**src/rtl/ecc_point_unit_pkg.sv**
```systemverilog
// Shared types and GF(p) helpers for the elliptic-curve point unit.
// Arithmetic helpers work on 16-bit containers; callers zero-extend narrower operands.
package ecc_pkg;

  typedef enum logic [3:0] {
    S_IDLE     = 4'd0,
    S_CLASSIFY = 4'd1,
    S_NUM      = 4'd2,
    S_DEN      = 4'd3,
    S_INV      = 4'd4,
    S_SLOPE    = 4'd5,
    S_RX       = 4'd6,
    S_RY       = 4'd7,
    S_INF      = 4'd8,
    S_DONE     = 4'd9
  } state_t;

  // Worst-case cycles from request acceptance to the result strobe.
  function automatic int LAT_MAX(input int w);
    return (2 * w + 5) * (w + 1) + 8;
  endfunction

  function automatic logic [15:0] modadd(input logic [15:0] x, input logic [15:0] y,
                                         input logic [15:0] p);
    logic [16:0] sum;
    sum = {1'b0, x} + {1'b0, y};
    if (sum >= {1'b0, p}) sum = sum - {1'b0, p};
    return sum[15:0];
  endfunction

  function automatic logic [15:0] modsub(input logic [15:0] x, input logic [15:0] y,
                                         input logic [15:0] p);
    if (x >= y) return x - y;
    return x + (p - y);
  endfunction

endpackage

```
**src/rtl/ecc_point_unit_if.sv**
```systemverilog
// Request/result bundle between the host and the point unit.
// ECC_NEG_EN adds the in_sub operand that selects P - Q.
interface ecc_point_unit_if #(parameter int W = 6);
  logic         in_valid;
  logic [W-1:0] in_Px;
  logic [W-1:0] in_Py;
  logic [W-1:0] in_Qx;
  logic [W-1:0] in_Qy;
  logic [W-1:0] in_prime;
  logic [W-1:0] in_a;
`ifdef ECC_NEG_EN
  logic         in_sub;
`endif
  logic         out_valid;
  logic [W-1:0] out_Rx;
  logic [W-1:0] out_Ry;
  logic         out_inf;
  logic         out_busy;

`ifdef ECC_NEG_EN
  modport master (output in_valid, in_Px, in_Py, in_Qx, in_Qy, in_prime, in_a, in_sub,
                  input  out_valid, out_Rx, out_Ry, out_inf, out_busy);
  modport slave  (input  in_valid, in_Px, in_Py, in_Qx, in_Qy, in_prime, in_a, in_sub,
                  output out_valid, out_Rx, out_Ry, out_inf, out_busy);
`else
  modport master (output in_valid, in_Px, in_Py, in_Qx, in_Qy, in_prime, in_a,
                  input  out_valid, out_Rx, out_Ry, out_inf, out_busy);
  modport slave  (input  in_valid, in_Px, in_Py, in_Qx, in_Qy, in_prime, in_a,
                  output out_valid, out_Rx, out_Ry, out_inf, out_busy);
`endif
endinterface

```
**src/rtl/ecc_point_unit_modmul.sv**
```systemverilog
// Interleaved MSB-first shift-add modular multiplier: y = a*b mod p.
// One multiplier bit per cycle; done pulses W+1 cycles after start.
module ecc_modmul #(
  parameter int W = 6
) (
  input  logic         clk,
  input  logic         rst,
  input  logic         start,
  input  logic [W-1:0] a,
  input  logic [W-1:0] b,
  input  logic [W-1:0] p,
  output logic         done,
  output logic [W-1:0] y
);
  localparam int CW = $clog2(W + 1);

  logic [W-1:0]  a_r, b_r, p_r, acc;
  logic [CW-1:0] cnt;
  logic          run;
  logic [W:0]    dbl, sum;
  logic [W-1:0]  dbl_red, step;

  // acc stays reduced, so 2*acc and acc+a both fit in W+1 bits and need one subtraction.
  always_comb begin
    dbl     = {acc, 1'b0};
    dbl_red = (dbl >= {1'b0, p_r}) ? W'(dbl - {1'b0, p_r}) : dbl[W-1:0];
    sum     = {1'b0, dbl_red} + {1'b0, ({W{b_r[W-1]}} & a_r)};
    step    = (sum >= {1'b0, p_r}) ? W'(sum - {1'b0, p_r}) : sum[W-1:0];
  end

  always_ff @(posedge clk or posedge rst) begin
    if (rst) begin
      a_r  <= '0;
      b_r  <= '0;
      p_r  <= '0;
      acc  <= '0;
      cnt  <= '0;
      run  <= 1'b0;
      done <= 1'b0;
    end else begin
      done <= 1'b0;
      if (start) begin
        a_r <= a;
        b_r <= b;
        p_r <= p;
        acc <= '0;
        cnt <= CW'(W);
        run <= 1'b1;
      end else if (run) begin
        acc <= step;
        b_r <= {b_r[W-2:0], 1'b0};
        cnt <= cnt - 1'b1;
        if (cnt == CW'(1)) begin
          run  <= 1'b0;
          done <= 1'b1;
        end
      end
    end
  end

  assign y = acc;

endmodule

```
**src/rtl/ecc_point_unit.sv**
```systemverilog
// Elliptic-curve point add/double over GF(p) with Fermat inversion.
// Optional ECC_NEG_EN: in_sub=1 negates Q at acceptance so the unit returns P - Q.
module ecc_point_unit
  import ecc_pkg::*;
#(
  parameter int W = 6
) (
  input logic             clk,
  input logic             rst,
  ecc_point_unit_if.slave bus
);
  localparam int IW = $clog2(W);

  state_t        state, next_state;
  logic [W-1:0]  px, py, qx, qy, prime, a_coef, exp_bits;
  logic [W-1:0]  num, den, inv, s, rx, ry;
  logic          dbl, is_inf, pend, inv_mul;
  logic [IW-1:0] bit_idx;
  logic          accept, mul_start, mul_done, inv_bit_done, inf_case;
  logic [W-1:0]  mul_a, mul_b, mul_y;

  function automatic logic [W-1:0] add_p(input logic [W-1:0] x, input logic [W-1:0] y,
                                         input logic [W-1:0] m);
    return W'(modadd(16'(x), 16'(y), 16'(m)));
  endfunction

  function automatic logic [W-1:0] sub_p(input logic [W-1:0] x, input logic [W-1:0] y,
                                         input logic [W-1:0] m);
    return W'(modsub(16'(x), 16'(y), 16'(m)));
  endfunction

  ecc_modmul #(.W(W)) u_mul (
    .clk   (clk),
    .rst   (rst),
    .start (mul_start),
    .a     (mul_a),
    .b     (mul_b),
    .p     (prime),
    .done  (mul_done),
    .y     (mul_y)
  );

  assign accept       = bus.in_valid && (state == S_IDLE || state == S_DONE);
  assign inf_case     = (px == qx) && (py != qy || py == '0);
  assign inv_bit_done = mul_done && (inv_mul || !exp_bits[bit_idx]);

  always_ff @(posedge clk or posedge rst) begin
    if (rst) state <= S_IDLE;
    else     state <= next_state;
  end

  // Each multiply state issues one start (guarded by pend) and advances on done.
  always_comb begin
    next_state = state;
    mul_start  = 1'b0;
    mul_a      = '0;
    mul_b      = '0;
    case (state)
      S_IDLE:     if (accept) next_state = S_CLASSIFY;
      S_CLASSIFY: next_state = inf_case ? S_INF : S_NUM;
      S_NUM: begin
        if (dbl) begin
          mul_a     = px;
          mul_b     = px;
          mul_start = !pend;
          if (mul_done) next_state = S_DEN;
        end else begin
          next_state = S_DEN;
        end
      end
      S_DEN: next_state = S_INV;
      S_INV: begin
        mul_a     = inv;
        mul_b     = inv_mul ? den : inv;
        mul_start = !pend;
        if (inv_bit_done && bit_idx == '0) next_state = S_SLOPE;
      end
      S_SLOPE: begin
        mul_a     = num;
        mul_b     = inv;
        mul_start = !pend;
        if (mul_done) next_state = S_RX;
      end
      S_RX: begin
        mul_a     = s;
        mul_b     = s;
        mul_start = !pend;
        if (mul_done) next_state = S_RY;
      end
      S_RY: begin
        mul_a     = s;
        mul_b     = sub_p(px, rx, prime);
        mul_start = !pend;
        if (mul_done) next_state = S_DONE;
      end
      S_INF:  next_state = S_DONE;
      S_DONE: next_state = accept ? S_CLASSIFY : S_IDLE;
      default: next_state = S_IDLE;
    endcase
  end

  // Inverse walks p-2 MSB first: square every bit, extra multiply by den on a one.
  always_ff @(posedge clk or posedge rst) begin
    if (rst) begin
      px       <= '0;
      py       <= '0;
      qx       <= '0;
      qy       <= '0;
      prime    <= '0;
      a_coef   <= '0;
      exp_bits <= '0;
      num      <= '0;
      den      <= '0;
      inv      <= '0;
      s        <= '0;
      rx       <= '0;
      ry       <= '0;
      dbl      <= 1'b0;
      is_inf   <= 1'b0;
      pend     <= 1'b0;
      inv_mul  <= 1'b0;
      bit_idx  <= '0;
    end else begin
      if (mul_start)     pend <= 1'b1;
      else if (mul_done) pend <= 1'b0;

      if (accept) begin
        px       <= bus.in_Px;
        py       <= bus.in_Py;
        qx       <= bus.in_Qx;
        prime    <= bus.in_prime;
        a_coef   <= bus.in_a;
        exp_bits <= bus.in_prime - W'(2);
`ifdef ECC_NEG_EN
        qy <= (bus.in_sub && bus.in_Qy != '0) ? bus.in_prime - bus.in_Qy : bus.in_Qy;
`else
        qy <= bus.in_Qy;
`endif
      end

      case (state)
        S_CLASSIFY: begin
          dbl     <= (px == qx);
          is_inf  <= inf_case;
          inv     <= W'(1);
          inv_mul <= 1'b0;
          bit_idx <= IW'(W - 1);
        end
        S_NUM: begin
          if (!dbl)
            num <= sub_p(qy, py, prime);
          else if (mul_done)
            num <= add_p(add_p(add_p(mul_y, mul_y, prime), mul_y, prime), a_coef, prime);
        end
        S_DEN: den <= dbl ? add_p(py, py, prime) : sub_p(qx, px, prime);
        S_INV: begin
          if (mul_done) begin
            inv <= mul_y;
            if (!inv_mul && exp_bits[bit_idx]) begin
              inv_mul <= 1'b1;
            end else begin
              inv_mul <= 1'b0;
              bit_idx <= bit_idx - 1'b1;
            end
          end
        end
        S_SLOPE: if (mul_done) s <= mul_y;
        S_RX:    if (mul_done) rx <= sub_p(sub_p(mul_y, px, prime), qx, prime);
        S_RY:    if (mul_done) ry <= sub_p(mul_y, py, prime);
        default: ;
      endcase
    end
  end

  assign bus.out_valid = (state == S_DONE);
  assign bus.out_inf   = (state == S_DONE) && is_inf;
  assign bus.out_Rx    = (state == S_DONE && !is_inf) ? rx : '0;
  assign bus.out_Ry    = (state == S_DONE && !is_inf) ? ry : '0;
  assign bus.out_busy  = (state != S_IDLE) && (state != S_DONE);

endmodule

```
**src/flat_wrapper.sv**
```systemverilog
// flat-port wrapper written by rule: the top's interface ports become plain ports
module ecc_point_unit_flat import ecc_pkg::*;
#(
  parameter int W = 6
)
  (clk, rst, bus_in_valid, bus_in_Px, bus_in_Py, bus_in_Qx, bus_in_Qy, bus_in_prime, bus_in_a, bus_out_valid, bus_out_Rx, bus_out_Ry, bus_out_inf, bus_out_busy);
  ecc_point_unit_if #(.W(W)) bus_i ();
  input logic clk;
  input logic rst;
  input wire logic [$bits(bus_i.in_valid)-1:0] bus_in_valid;
  input wire logic [$bits(bus_i.in_Px)-1:0] bus_in_Px;
  input wire logic [$bits(bus_i.in_Py)-1:0] bus_in_Py;
  input wire logic [$bits(bus_i.in_Qx)-1:0] bus_in_Qx;
  input wire logic [$bits(bus_i.in_Qy)-1:0] bus_in_Qy;
  input wire logic [$bits(bus_i.in_prime)-1:0] bus_in_prime;
  input wire logic [$bits(bus_i.in_a)-1:0] bus_in_a;
  output wire logic [$bits(bus_i.out_valid)-1:0] bus_out_valid;
  output wire logic [$bits(bus_i.out_Rx)-1:0] bus_out_Rx;
  output wire logic [$bits(bus_i.out_Ry)-1:0] bus_out_Ry;
  output wire logic [$bits(bus_i.out_inf)-1:0] bus_out_inf;
  output wire logic [$bits(bus_i.out_busy)-1:0] bus_out_busy;
  assign bus_i.in_valid = bus_in_valid;
  assign bus_i.in_Px = bus_in_Px;
  assign bus_i.in_Py = bus_in_Py;
  assign bus_i.in_Qx = bus_in_Qx;
  assign bus_i.in_Qy = bus_in_Qy;
  assign bus_i.in_prime = bus_in_prime;
  assign bus_i.in_a = bus_in_a;
  assign bus_out_valid = bus_i.out_valid;
  assign bus_out_Rx = bus_i.out_Rx;
  assign bus_out_Ry = bus_i.out_Ry;
  assign bus_out_inf = bus_i.out_inf;
  assign bus_out_busy = bus_i.out_busy;
  ecc_point_unit #(.W(W)) u_core (.clk(clk), .rst(rst), .bus(bus_i));
endmodule
```
**config.mk**
```make
export PLATFORM = sky130hd
export DESIGN_NAME = ecc_point_unit_flat
export DESIGN_NICKNAME = d
export VERILOG_FILES = /design/src/rtl/ecc_point_unit_pkg.sv /design/src/rtl/ecc_point_unit_if.sv /design/src/rtl/ecc_point_unit_modmul.sv /design/src/rtl/ecc_point_unit.sv /design/src/flat_wrapper.sv
export SDC_FILE = /design/constraint.sdc
export NUM_CORES = 1
export LEC_CHECK = 0
export CAP_MARGIN = 25
export CORE_MARGIN = 4
export CORE_UTILIZATION = 41
export CTS_BUF_LIST = sky130_fd_sc_hd__clkbuf_8
export DETAILED_ROUTE_END_ITERATION = 8
export GPL_TIMING_DRIVEN = 0
export PLACE_DENSITY = 0.67
export SETUP_SLACK_MARGIN = 0.1
export SYNTH_ARGS = -nofsm -noshare
export SYNTH_HDL_FRONTEND = slang
export SYNTH_SLANG_ARGS = --single-unit
```
**constraint.sdc**
```tcl
create_clock -name clk -period 17.1 [get_ports clk]
set_input_delay 1.71 -clock clk [delete_from_list [all_inputs] [get_ports clk]]
set_output_delay 1.71 -clock clk [all_outputs]
set_load 0.02 [all_outputs]
```
== Word-level counts from Yosys, hierarchy flattened ==
Index checks and enable logic that the tools add are counted.
Operators by class
  add/subtract/negate cells: 30
  reductions and logical operators: 31
  bitwise gates (word level): 1
  order comparisons: 13
  equality and inequality tests: 22
  mux-type cells: 87
Operator list (count)
  two-way mux 6 bit: 38
  subtractor 6 bit: 16
  greater-or-equal comparator 7 x 6 -> 1 bit: 6
  case mux 4 bit (10 select lines): 1
  adder 6 bit: 6
  greater-or-equal comparator 6 bit: 6
  adder 6 x 6 -> 7 bit: 5
  two-way mux 4 bit: 8
  case mux 6 bit (5 select lines): 1
  two-way mux 1 bit: 29
  case mux 6 bit (4 select lines): 1
  equality test 4 x 3 -> 1 bit (second input constant): 4
  two-way mux 3 bit: 4
  inequality test 2 bit (second input constant): 6
  case mux 6 bit (2 select lines): 1
  AND reduction 2 bit: 5
  equality test 4 x 2 -> 1 bit (second input constant): 2
  equality test 4 bit (second input constant): 2
  logical AND 1 bit: 8
  bitwise AND 6 bit: 1
  equality test 6 bit: 1
  logical NOT 6 bit: 1
  inequality test 6 bit: 1
  case mux 3 bit (2 select lines): 1
  20 further kinds: 30
Storage, ports and cells
  output and inout port bits: 15
  register bits after elaboration: 118
  bits of input ports: 39

== Longest topological paths before layout ==
Gate-level depths: netlist (run 1).
  depth in word-level cells: 17
  depth in mapped cells: 33

== Modules after synthesis ==
From an unflattened synthesis (run 1), not the netlist that was laid out.
Second synthesis, totals
  cell total of the unflattened synthesis: 1249
  area total of the unflattened synthesis: 11214.5 um2
By module, submodules not included
  ecc_point_unit: cells each 1044, times used 1, area each 9151.3 um2
  ecc_modmul: cells each 205, times used 1, area each 2063.2 um2

== Least setup slack after synthesis (run 1) ==
No wires, ideal clock.
  kind: register to register
  start: register u_core.prime[1]
  end: register u_core.num[0]
  library setup time: 104 ps
  stages on the path, launching flop included: 30
  period minus slack after synthesis: 6886 ps
  path slack: 10214 ps
  data required time: 16996 ps
  data arrival time: 6782 ps
  cells stage by stage: dfrtp_1 > inv_1 > ha_1 > nor2b_1 > o21ai_0 > a21boi_0 > o221ai_1 > a21oi_1 > ha_1 > inv_1 > fa_1 > inv_1 > ha_1 > nor2b_1 > o21a_1 > o21a_1 > o31a_1 > nor3_2 > mux2_2 > ha_1 > and4_1 > or3_1 > and2_1 > ha_1 > nand2_1 > o21ai_0 > or2_2 > o21ai_0 > o21ai_0 > a221oi_1
On the way
  word-level cells in the longest chain between the ends: 16
  elaborated cells between the ends (all ways): 19
  those cells by class: add/sub (5); order compare (3); mux (11)
Ends and longest elaborated chain
  from (decl): RTL line ecc_point_unit.sv:15  | logic [W-1:0] px, py, qx, qy, prime, a_coef, exp_bits;
  from (signal assigned): RTL line ecc_point_unit.sv:131  | prime <= bus.in_prime;
  subtractor 6 bit or greater-or-equal comparator 7 x 6 -> 1 bit (tied branches): RTL line ecc_point_unit_pkg.sv:27  | if (sum >= {1'b0, p}) sum = sum - {1'b0, p};
  two-way mux 6 bit: RTL line ecc_point_unit_pkg.sv:27
  two-way mux 6 bit: RTL line ecc_point_unit.sv:152  | else if (mul_done)
  two-way mux 6 bit: RTL line ecc_point_unit.sv:150  | if (!dbl)
  two-way mux 6 bit: RTL line ecc_point_unit.sv:141  | case (state)
  adder 6 x 6 -> 7 bit: RTL line ecc_point_unit_pkg.sv:26  | sum = {1'b0, x} + {1'b0, y};
  greater-or-equal comparator 7 x 6 -> 1 bit or subtractor 6 bit (tied branches): RTL line ecc_point_unit_pkg.sv:27
  two-way mux 6 bit: RTL line ecc_point_unit_pkg.sv:27
  two-way mux 6 bit: RTL line ecc_point_unit.sv:152
  two-way mux 6 bit: RTL line ecc_point_unit.sv:150
  two-way mux 6 bit: RTL line ecc_point_unit.sv:141
  adder 6 x 6 -> 7 bit: RTL line ecc_point_unit_pkg.sv:26
  subtractor 6 bit or greater-or-equal comparator 7 x 6 -> 1 bit (tied branches): RTL line ecc_point_unit_pkg.sv:27
  two-way mux 6 bit (*): RTL line ecc_point_unit_pkg.sv:27
  two-way mux 6 bit (*): RTL line ecc_point_unit.sv:152
  two-way mux 6 bit (*): RTL line ecc_point_unit.sv:150
  to (signal assigned): RTL line ecc_point_unit.sv:151  | num <= sub_p(qy, py, prime);
  to (signal assigned): RTL line ecc_point_unit.sv:153  | num <= add_p(add_p(add_p(mul_y, mul_y, prime), mul_y, prime), a_coef, prime);
  to (decl): RTL line ecc_point_unit.sv:16  | logic [W-1:0] num, den, inv, s, rx, ry;
Every way passes the cells marked *; elsewhere a longest branch is shown, timed or not. The select of a mux whose other input is x is not followed.
A chain may end at the register's enable or synchronous reset.

== Worst setup path in the final report (run 1) ==
Same ends and word-level chain as after synthesis.

==> impl_metrics.tcl, run 1 <==
set metrics [dict create \
    r2r_slack_ns 8.70 \
    yosys_most_used_dff "dfrtp_1" \
    wl_met2_mm 15.83 \
    run_status "completed" \
    hold_class "flip-flop to flip-flop" \
    die_h_um 176.0 \
    finalClockSkew_ns 0.01930 \
    avgRoutedWirePerCell_um 18.71 \
    ant_nets 0 \
    crit_fanout 10 \
    cts_made_buffers 17 \
    grt_pass1_wl_mm 52.74 \
    setup-tns-final_ns 0 \
    n_antenna_cell 0 \
    yosysMostFrequentCell "ha_1" \
    criticalPathCategory "flip-flop to flip-flop" \
    syn-num-nets 1522 \
    clk_pin_slew_worst_paths_ns 0.08 \
    overflow 0 \
    maxSlewHeadroom_pct 34.27 \
    placed_cell_area_um2 12600 \
    synth.area.top_cells "dfrtp_1 (25%), ha_1 (15%), fa_1 (5.4%), mux2_2 (5.3%), o21ai_0 (4.8%)" \
    grt_pass1_vias 9854 \
    ys_top_cells_by_count "ha_1 (138), dfrtp_1 (117), inv_1 (116)" \
    synth-edff-count 0 \
    yosysTopAreaCell "dfrtp_1" \
    yosysWarningCount 0 \
    yosysSeqAreaShare_pct 25.31 \
    hp-start "u_core.ry[2]" \
    grt_max_degree 72 \
    first_pass_iters 5 \
    end_kind "flip-flop" \
    final_layout_size_suffix_gt1_share_pct 8.500 \
    finalHoldViolations 0 \
    rsz0062_at_grt "no" \
    r2r_cells 29 \
    tightest_slew_ns 0.9859 \
    clkLatencyLatePin_ns 0.46 \
    period_share_pct 49.10 \
    dp_cells 1746 \
    synthCells 1314 \
    grt_usage_pct 21.64 \
    num_rows 61 \
    drt_iter0_drc 732 \
    ys_types 73 \
    drc_errors 0 \
    postLayoutCellArea_um2 12970 \
    clock-sinks 117 \
    cp.required_ns 17.45 \
    cts_tree "yes" \
    post-cts-setup-buffer-count 0 \
    synthToLayoutAreaGrowth_pct 12.11 \
    wl_met3_mm 1.965 \
    avgSynthCellArea_um2 8.803 \
    critPathSlowestCell "dfrtp_1" \
    dp_hpwl_mm 25.58 \
    hold_depth 2 \
    antenna_found_initial 0 \
    globalplace.congestion 0.9386 \
    cts_resized 0 \
    dieArea_um2 30960 \
    top_layer_used "met4" \
    startpoint_type "flip-flop" \
    num_vias 10160 \
    r2r-start "u_core.prime[1]" \
    clockBufferDepth 2 \
    core-area_um2 27780 \
    slowest_delay_ns 1.00 \
    ys_ff_latch 117 \
    layout.nets 1595 \
    synth_area_um2 11570 \
    drv_cap 0 \
    fin_cells 1778 \
    synth-async-reset-ratio_pct 100.0 \
    cp_data_arrival_time_ns 8.75 \
    finalSetupViolations 0 \
    yosysTopAreaCellShare_pct 25.31 \
    max_freq_ghz 0.1191 \
    hold_ws_ns 0.4764 \
    htreeDepth 4 \
    ios 54 \
    cpMostUsedCell "ha_1" \
    finalCriticalPeriod_ns 8.397 \
    portBuffers 53 \
    vias_per_cell 5.714 \
    die_x_um 176.0 \
    holdBufCountCts 0 \
    min_to "u_core.ry[2]" \
    route.layer.met1.wl_mm 14.50 \
    drv_slew 0 \
    rr_endpoint "u_core.num[0]" \
    wl_mm 33.27 \
    root_buffer "clkbuf_8" \
    start_util_pct 41.64 \
]
[logic make-up after synthesis]
logic type                 after synthesis  share of synthesized area, %
AOI/OAI and AO/OA                      379                         21.75
and+or+nand+nor                        338                         14.31
adders and majority gates              169                         20.29
buffers and inverters                  160                         5.311
DFF                                    117                         25.31
muxes                                   83                         7.874
xor gates and xnor gates                68                         5.149
[worst max path at each step]
stage | from | to | slack (ns)
finish | u_core.prime[1] | u_core.num[0] | 8.70
CTS | u_core.prime[1] | u_core.num[0] | 8.81
global placement | u_core.prime[1] | u_core.num[5] | 8.92
detailed placement | u_core.prime[1] | u_core.num[0] | 8.84
floorplan | u_core.prime[1] | u_core.num[0] | 10.21
global route | u_core.prime[1] | u_core.num[1] | 8.15
[layout by cell type, fill, tap and decap left out, types with 11 or more instances in the layout]
cell type	n
a21o_1	28
o21ai_0	110
nand3_1	22
a21oi_1	71
o21a_1	22
mux2_2	54
clkbuf_1	31
a211oi_1	17
a221oi_1	11
fa_1	31
dfrtp_1	117
xnor2_1	44
o31a_1	11
buf_2	11
ha_1	138
nand4_1	11
o211ai_1	21
clkbuf_8	17
xor2_1	24
clkdlybuf4s50_1	53
nor3_1	23
nor2b_1	27
mux2i_1	28
o31ai_1	11
nor2_1	80
and2_1	25
nand2_1	98
inv_1	115
[flip-flops by register name (all words and copies together) (netlist names), 3 cells and up]
name / count
u_core.rx: 6
u_core.a_coef: 6
u_core.num: 6
u_core.bit_idx: 3
u_core.ry: 6
u_core.exp_bits: 6
u_core.state: 4
u_core.qy: 6
u_core.py: 6
u_core.s: 6
u_core.inv: 6
u_core.u_mul.b_r: 6
u_core.u_mul.a_r: 6
u_core.px: 6
u_core.prime: 5
u_core.u_mul.y: 6
u_core.den: 6
u_core.u_mul.p_r: 6
u_core.qx: 6
u_core.u_mul.cnt: 3
[critical path: cells and delay by family, from the launching register on]
| kind | cells | cell delay [ns] |
|---|---|---|
| muxes | 1 | 0.42 |
| DFF | 1 | 1.00 |
| AOI/OAI and AO/OA | 11 | 2.27 |
| buffers and inverters | 3 | 0.61 |
| and+or+nand+nor | 8 | 1.85 |
| adders and majority gates | 6 | 2.13 |
[final cells by class]
class                           instances  area, um2
Fill cell                            2764      14810
Multi-Input combinational cell       1037       8025
Sequential cell                       117       2928
Timing Repair Buffer                   54      558.0
Tap cell                              378      473.0
Inverter                              117      444.2
Clock buffer                           17      234.0
Buffer                                 43      175.2
Clock inverter                         15      131.4
[per-stage QoR]
step,worst slack (ns),utilization (%)
floorplan,10.21,-
detailed placement,8.838,45.37
global route,8.153,46.68
CTS,8.814,46.68
global placement,8.919,45.25
finish,8.703,46.68
[layer usage]
metal / vias up / track usage, %
met4: 0 / 6.790
met5: - / 0
met2: 298 / 36.54
met1: 4896 / 28.42
met3: 59 / 3.769
li1: 4907 / -
Power of run 1 is left out: the tool's default activity adds up to more than one toggle a clock period on the data nets, which glitch-free logic cannot reach.
==> inputs of run 2 (changes only) <==
--- a/config.mk
+++ b/config.mk
@@ -11,7 +11,7 @@
 export CTS_BUF_LIST = sky130_fd_sc_hd__clkbuf_8
 export DETAILED_ROUTE_END_ITERATION = 8
 export GPL_TIMING_DRIVEN = 0
-export PLACE_DENSITY = 0.67
+export PLACE_DENSITY = 0.69
 export SETUP_SLACK_MARGIN = 0.1
 export SYNTH_ARGS = -nofsm -noshare
 export SYNTH_HDL_FRONTEND = slang
==> constraint.sdc (replaced) <==
create_clock -name clk -period 7.6 [get_ports clk]
set_input_delay 0.76 -clock clk [delete_from_list [all_inputs] [get_ports clk]]
set_output_delay 0.76 -clock clk [all_outputs]
set_load 0.02 [all_outputs]
==> run 2 against run 1 <==
Effect of this change: via count is 0.28% higher; worst hold slack hardly changed; critical path depth stayed put; non-clock buffer count is 23 higher; first-iteration DRC count is 36% higher; utilization is 1.2 points higher; cell area is 2.6% higher; worst setup slack worse by 8.2 ns; fmax is 19% higher; flip-flop and latch count stayed put.
==> impl_metrics.tcl, run 2 (same netlist as run 1, synthesis figures left out) <==
set metrics [dict create \
    run_status "completed" \
    start_util_pct 41.64 \
    postLayoutCellArea_um2 13310 \
    grt_pass1_vias 9984 \
    finalClockSkew_ns 0.01306 \
    r2r_slack_ns 0.54 \
    placed_cell_area_um2 12600 \
    register_area_um2 2944 \
    cp_data_arrival_time_ns 7.42 \
    period_share_pct 92.94 \
    clock-sinks 117 \
    drv_slew 0 \
    hp-start "u_core.ry[0]" \
    avgRoutedWirePerCell_um 18.62 \
    startpoint_type "flip-flop" \
    fillers 2680 \
    clockBufferDepth 2 \
    final_layout_size_suffix_gt1_share_pct 11.45 \
    grt_max_degree 61 \
    criticalPathCategory "flip-flop to flip-flop" \
    wl_mm 33.54 \
    slowest_delay_ns 0.59 \
    startpoint "u_core.u_mul.y[1]" \
    grt_pass1_wl_mm 53.42 \
    drt_iter0_drc 999 \
    ios 54 \
    mostFrequentLayoutCell "ha_1" \
    clk_pin_slew_worst_paths_ns 0.08 \
    maxSlewHeadroom_pct 25.15 \
    r2r_cells 29 \
    cpMostUsedCell "ha_1" \
    cts_made_buffers 17 \
    ant_nets 0 \
    core-area_um2 27780 \
    path_delay_family "compound AO/OA/AOI/OAI gates" \
    layout.nets 1618 \
    num_vias 10190 \
    finalCriticalPeriod_ns 7.064 \
    critPathBufInv 3 \
    layout_common_cells "ha_1 (138), inv_1 (110), o21ai_0 (108), dfrtp_1 (108), nand2_1 (97)" \
    num_rows 61 \
    hold_depth 2 \
    first_pass_iters 5 \
    overflow 0 \
    root_buffer "clkbuf_8" \
    htreeDepth 4 \
    vias_per_cell 5.657 \
    die_x_um 176.0 \
    cp_num_cells 29 \
    clkLatencyLatePin_ns 0.46 \
    critPathSlowestCell "dfrtp_2" \
    multi_input_area_um2 8058 \
    globalplace.congestion 0.9253 \
    synthToLayoutAreaGrowth_pct 15.05 \
    r2r-start "u_core.u_mul.y[1]" \
    tightest_slew_ns 1.113 \
    end_kind "flip-flop" \
    rsz0062_at_grt "no" \
    finalSetupViolations 0 \
    crit_fanout 11 \
    dieArea_um2 30960 \
    cp.required_ns 7.96 \
    cts_tree "yes" \
    portBuffers 53 \
    dp_hpwl_mm 25.65 \
    drv_cap 0 \
    hold_class "flip-flop to flip-flop" \
    grt_usage_pct 21.78 \
    holdBufCountCts 0 \
    die_h_um 176.0 \
    finalHoldViolations 0 \
    n_antenna_cell 0 \
    max_freq_ghz 0.1416 \
    finalCoreUtilization_pct 47.90 \
    antenna_found_initial 0 \
    drc_errors 0 \
]
## run 2: cell count changes in the layout (fill, tap and decap cells not counted), moves of 2 or more
cell        before  now
clkinv_2         4    2
dfrtp_1        117  108
dfrtp_2          0    7
buf_4            0   24
dfrtp_4          0    2
bufinv_16        1    5
clkinvlp_4       5    8
o21ai_0        110  108
inv_1          115  110
## run 2: per-layer routing
metal  wire, um  vias up  GRT usage, %
met4       1063        0         6.953
met1      14490     4842         28.39
met5          0        -             0
met2      15830      324         36.57
met3       2160       70         4.304
li1           -     4952             -
## run 2: final cells by class
cell class / count / area share, %
plain buffers: 42 / 1.288
clock buffers: 17 / 1.758
clock inverters: 15 / 1.702
inverters: 117 / 3.479
multi-input cells: 1037 / 60.55
flip-flops and latches: 117 / 22.12
well taps: 378 / 3.554
repair buffers: 78 / 5.547
## run 2: final timing paths
kind / to
max in group asynchronous: u_core.prime[1]
worst max-delay path: u_core.num[0]
worst max register to register: u_core.num[0]
min in group asynchronous: u_core.rx[0]
worst min-delay path: u_core.ry[0]
worst min register to register: u_core.ry[0]
## run 2: stage by stage
step / instances / TNS [ns] / hold WS [ns] / setup slack (ns)
CTS: 1780 / 0 / 0.4854 / 0.1717
finish: 1801 / 0 / 0.4766 / 0.5363
global placement: 1745 / -2.921 / 0.4602 / -0.5662
detailed placement: 1746 / -3.666 / 0.4685 / -0.7100
floorplan: 1314 / 0 / 0.4418 / 0.7145
global route: 1801 / 0 / 0.5113 / 0.1019
## run 2: timing repair
action                                  in CTS  in global routing
setup buffers                                2                 22
pin swaps                                    1                  1
endpoints found under the setup margin       6                  6
resized for setup                           10                 16
## run 2: tightest hold or removal path: cells and delay by family (launching register included)
kind / cells / cell delay [ns]
DFF: 1 / 0.34
AOI/OAI and AO/OA: 1 / 0.06
and+or+nand+nor: 1 / 0.04
Power of run 2 is left out for the same reason.
==> inputs of run 3 (changes only) <==
--- a/config.mk
+++ b/config.mk
@@ -7,11 +7,11 @@
 export LEC_CHECK = 0
 export CAP_MARGIN = 25
 export CORE_MARGIN = 4
-export CORE_UTILIZATION = 41
+export CORE_UTILIZATION = 55
 export CTS_BUF_LIST = sky130_fd_sc_hd__clkbuf_8
 export DETAILED_ROUTE_END_ITERATION = 8
 export GPL_TIMING_DRIVEN = 0
-export PLACE_DENSITY = 0.69
+export PLACE_DENSITY = 0.86
 export SETUP_SLACK_MARGIN = 0.1
 export SYNTH_ARGS = -nofsm -noshare
 export SYNTH_HDL_FRONTEND = slang
==> run 3 against run 2 <==
Effect of this change: final cell count shrank 6.4%; non-clock buffer count shrank 7; clock skew grew 0.0015 ns; utilization grew 16 points; via count up 4.0%; critical path type unchanged; flip-flop and latch count did not move; global-route usage rose by 5.5 points; routed wire length decreased by 2.8%; die area decreased by 24%.
==> impl_metrics.tcl, run 3 (same netlist as run 1, synthesis figures left out) <==
set metrics [dict create \
    run_status "completed" \
    drc_errors 0 \
    finalCriticalPeriod_ns 7.182 \
    layout.nets 1611 \
    vias_per_cell 6.286 \
    met3_usage_pct 4.637 \
    cts_tree "yes" \
    dp_cells 1638 \
    wl_mm 32.59 \
    first_pass_iters 7 \
    num_vias 10600 \
    core-area_um2 20430 \
    startpoint_type "flip-flop" \
    slowest_delay_ns 0.54 \
    avgRoutedWirePerCell_um 19.33 \
    cpMostUsedCell "ha_1" \
    start_util_pct 56.62 \
    antenna_found_initial 0 \
    n_antenna_cell 0 \
    top_usage_layer "met2" \
    cts_made_buffers 17 \
    dieArea_um2 23420 \
    tightest_slew_ns 1.062 \
    cp_data_arrival_time_ns 7.53 \
    htreeDepth 4 \
    ant_nets 0 \
    num_rows 52 \
    cp.required_ns 7.95 \
    clkLatencyLatePin_ns 0.45 \
    max_freq_ghz 0.1392 \
    period_share_pct 94.50 \
    hold_class "flip-flop to flip-flop" \
    globalplace.congestion 0.9791 \
    fin_cells 1686 \
    criticalPathCategory "flip-flop to flip-flop" \
    hold_ws_ns 0.4808 \
    overflow 0 \
    setup-tns-final_ns 0 \
    root_buffer "clkbuf_8" \
    grt_pass1_wl_mm 51.65 \
    rsz0062_at_grt "no" \
    holdBufCountCts 0 \
    drv_slew 0 \
    layout_common_cells "ha_1 (138), inv_1 (112), dfrtp_1 (109)" \
    grt_pass1_vias 10240 \
    gr-usage-met2_pct 45.87 \
    clk_pin_slew_worst_paths_ns 0.08 \
    synthToLayoutAreaGrowth_pct 12.71 \
    die_h_um 153.0 \
    dp_hpwl_mm 24.64 \
    critPathSlowestCell "dfrtp_2" \
    final_layout_size_suffix_gt1_share_pct 10.73 \
    die_x_um 153.0 \
    grt_usage_pct 27.27 \
    use_met1_pct 34.58 \
    end_kind "flip-flop" \
    finalClockSkew_ns 0.01453 \
    mostFrequentLayoutCell "ha_1" \
    portBuffers 53 \
    crit_fanout 6 \
    clock-sinks 117 \
    clockBufferDepth 2 \
    grt_max_degree 101 \
    finalHoldViolations 0 \
    drv_cap 0 \
    drt_iter0_drc 930 \
    finalSetupViolations 0 \
    ios 54 \
    maxSlewHeadroom_pct 28.57 \
]
## run 3: cell count changes in the layout (fill, tap and decap cells not counted), sizes merged
| cell | change |
|---|---|
| clkinvlp | -2 |
| clkbuf | +3 |
| clkinv | +3 |
| buf | -7 |
| bufinv | -4 |
## run 3: layer usage
layer | up-vias | wire [um]
li1 | 4947 | -
met1 | 5095 | 13210
met2 | 459 | 15530
met3 | 97 | 2486
met4 | 0 | 1369
met5 | - | 0
## run 3: critical path, delay by kind of cell (launching register included)
kind / cells / cell delay [ns]
compound gates: 12 / 2.25
fa+ha+maj: 6 / 1.98
buf+inv: 3 / 0.47
flops: 1 / 0.54
mux: 1 / 0.34
simple gates: 8 / 1.47
## run 3: worst paths after layout
path / start / end / slack [ns] / depth (start not counted)
min reg2reg: u_core.ry[0] / u_core.ry[0] / 0.48 / 2
max in group asynchronous: rst / u_core.exp_bits[0] / 6.20 / 3
min: u_core.ry[0] / u_core.ry[0] / 0.48 / 2
min in group asynchronous: rst / u_core.px[1] / 0.61 / 2
max reg2reg: u_core.prime[3] / u_core.num[0] / 0.42 / 30
max: u_core.prime[3] / u_core.num[0] / 0.42 / 30
## run 3: repair_timing
action / CTS / global route
gates resized for setup: 8 / 14
buffers inserted: 2 / 15
pin swaps: 1 / 1
endpoints found under the setup margin: 6 / 6
## run 3: cell type report
class / instances / area [um2]
buffer: 42 / 171.4
clock buffer: 20 / 275.3
clock inverter: 12 / 103.9
fill: 1647 / 7392
inverter: 117 / 455.4
multi-input combinational: 1037 / 8053
sequential: 117 / 2943
tap: 270 / 337.8
timing repair buffer: 71 / 698.2
## run 3: per-stage QoR
| step | setup WS [ns] | util, % | area [um2] |
|---|---|---|---|
| finish | 0.4178 | 63.82 | 13040 |
| global route | 0.09713 | 63.82 | 13040 |
| CTS | 0.1075 | 63.05 | 12880 |
| detailed placement | -0.6614 | 61.03 | 12470 |
| global placement | -0.4521 | 60.87 | 12440 |
| floorplan | 0.7145 | - | 11570 |
Power of run 3 is left out for the same reason.
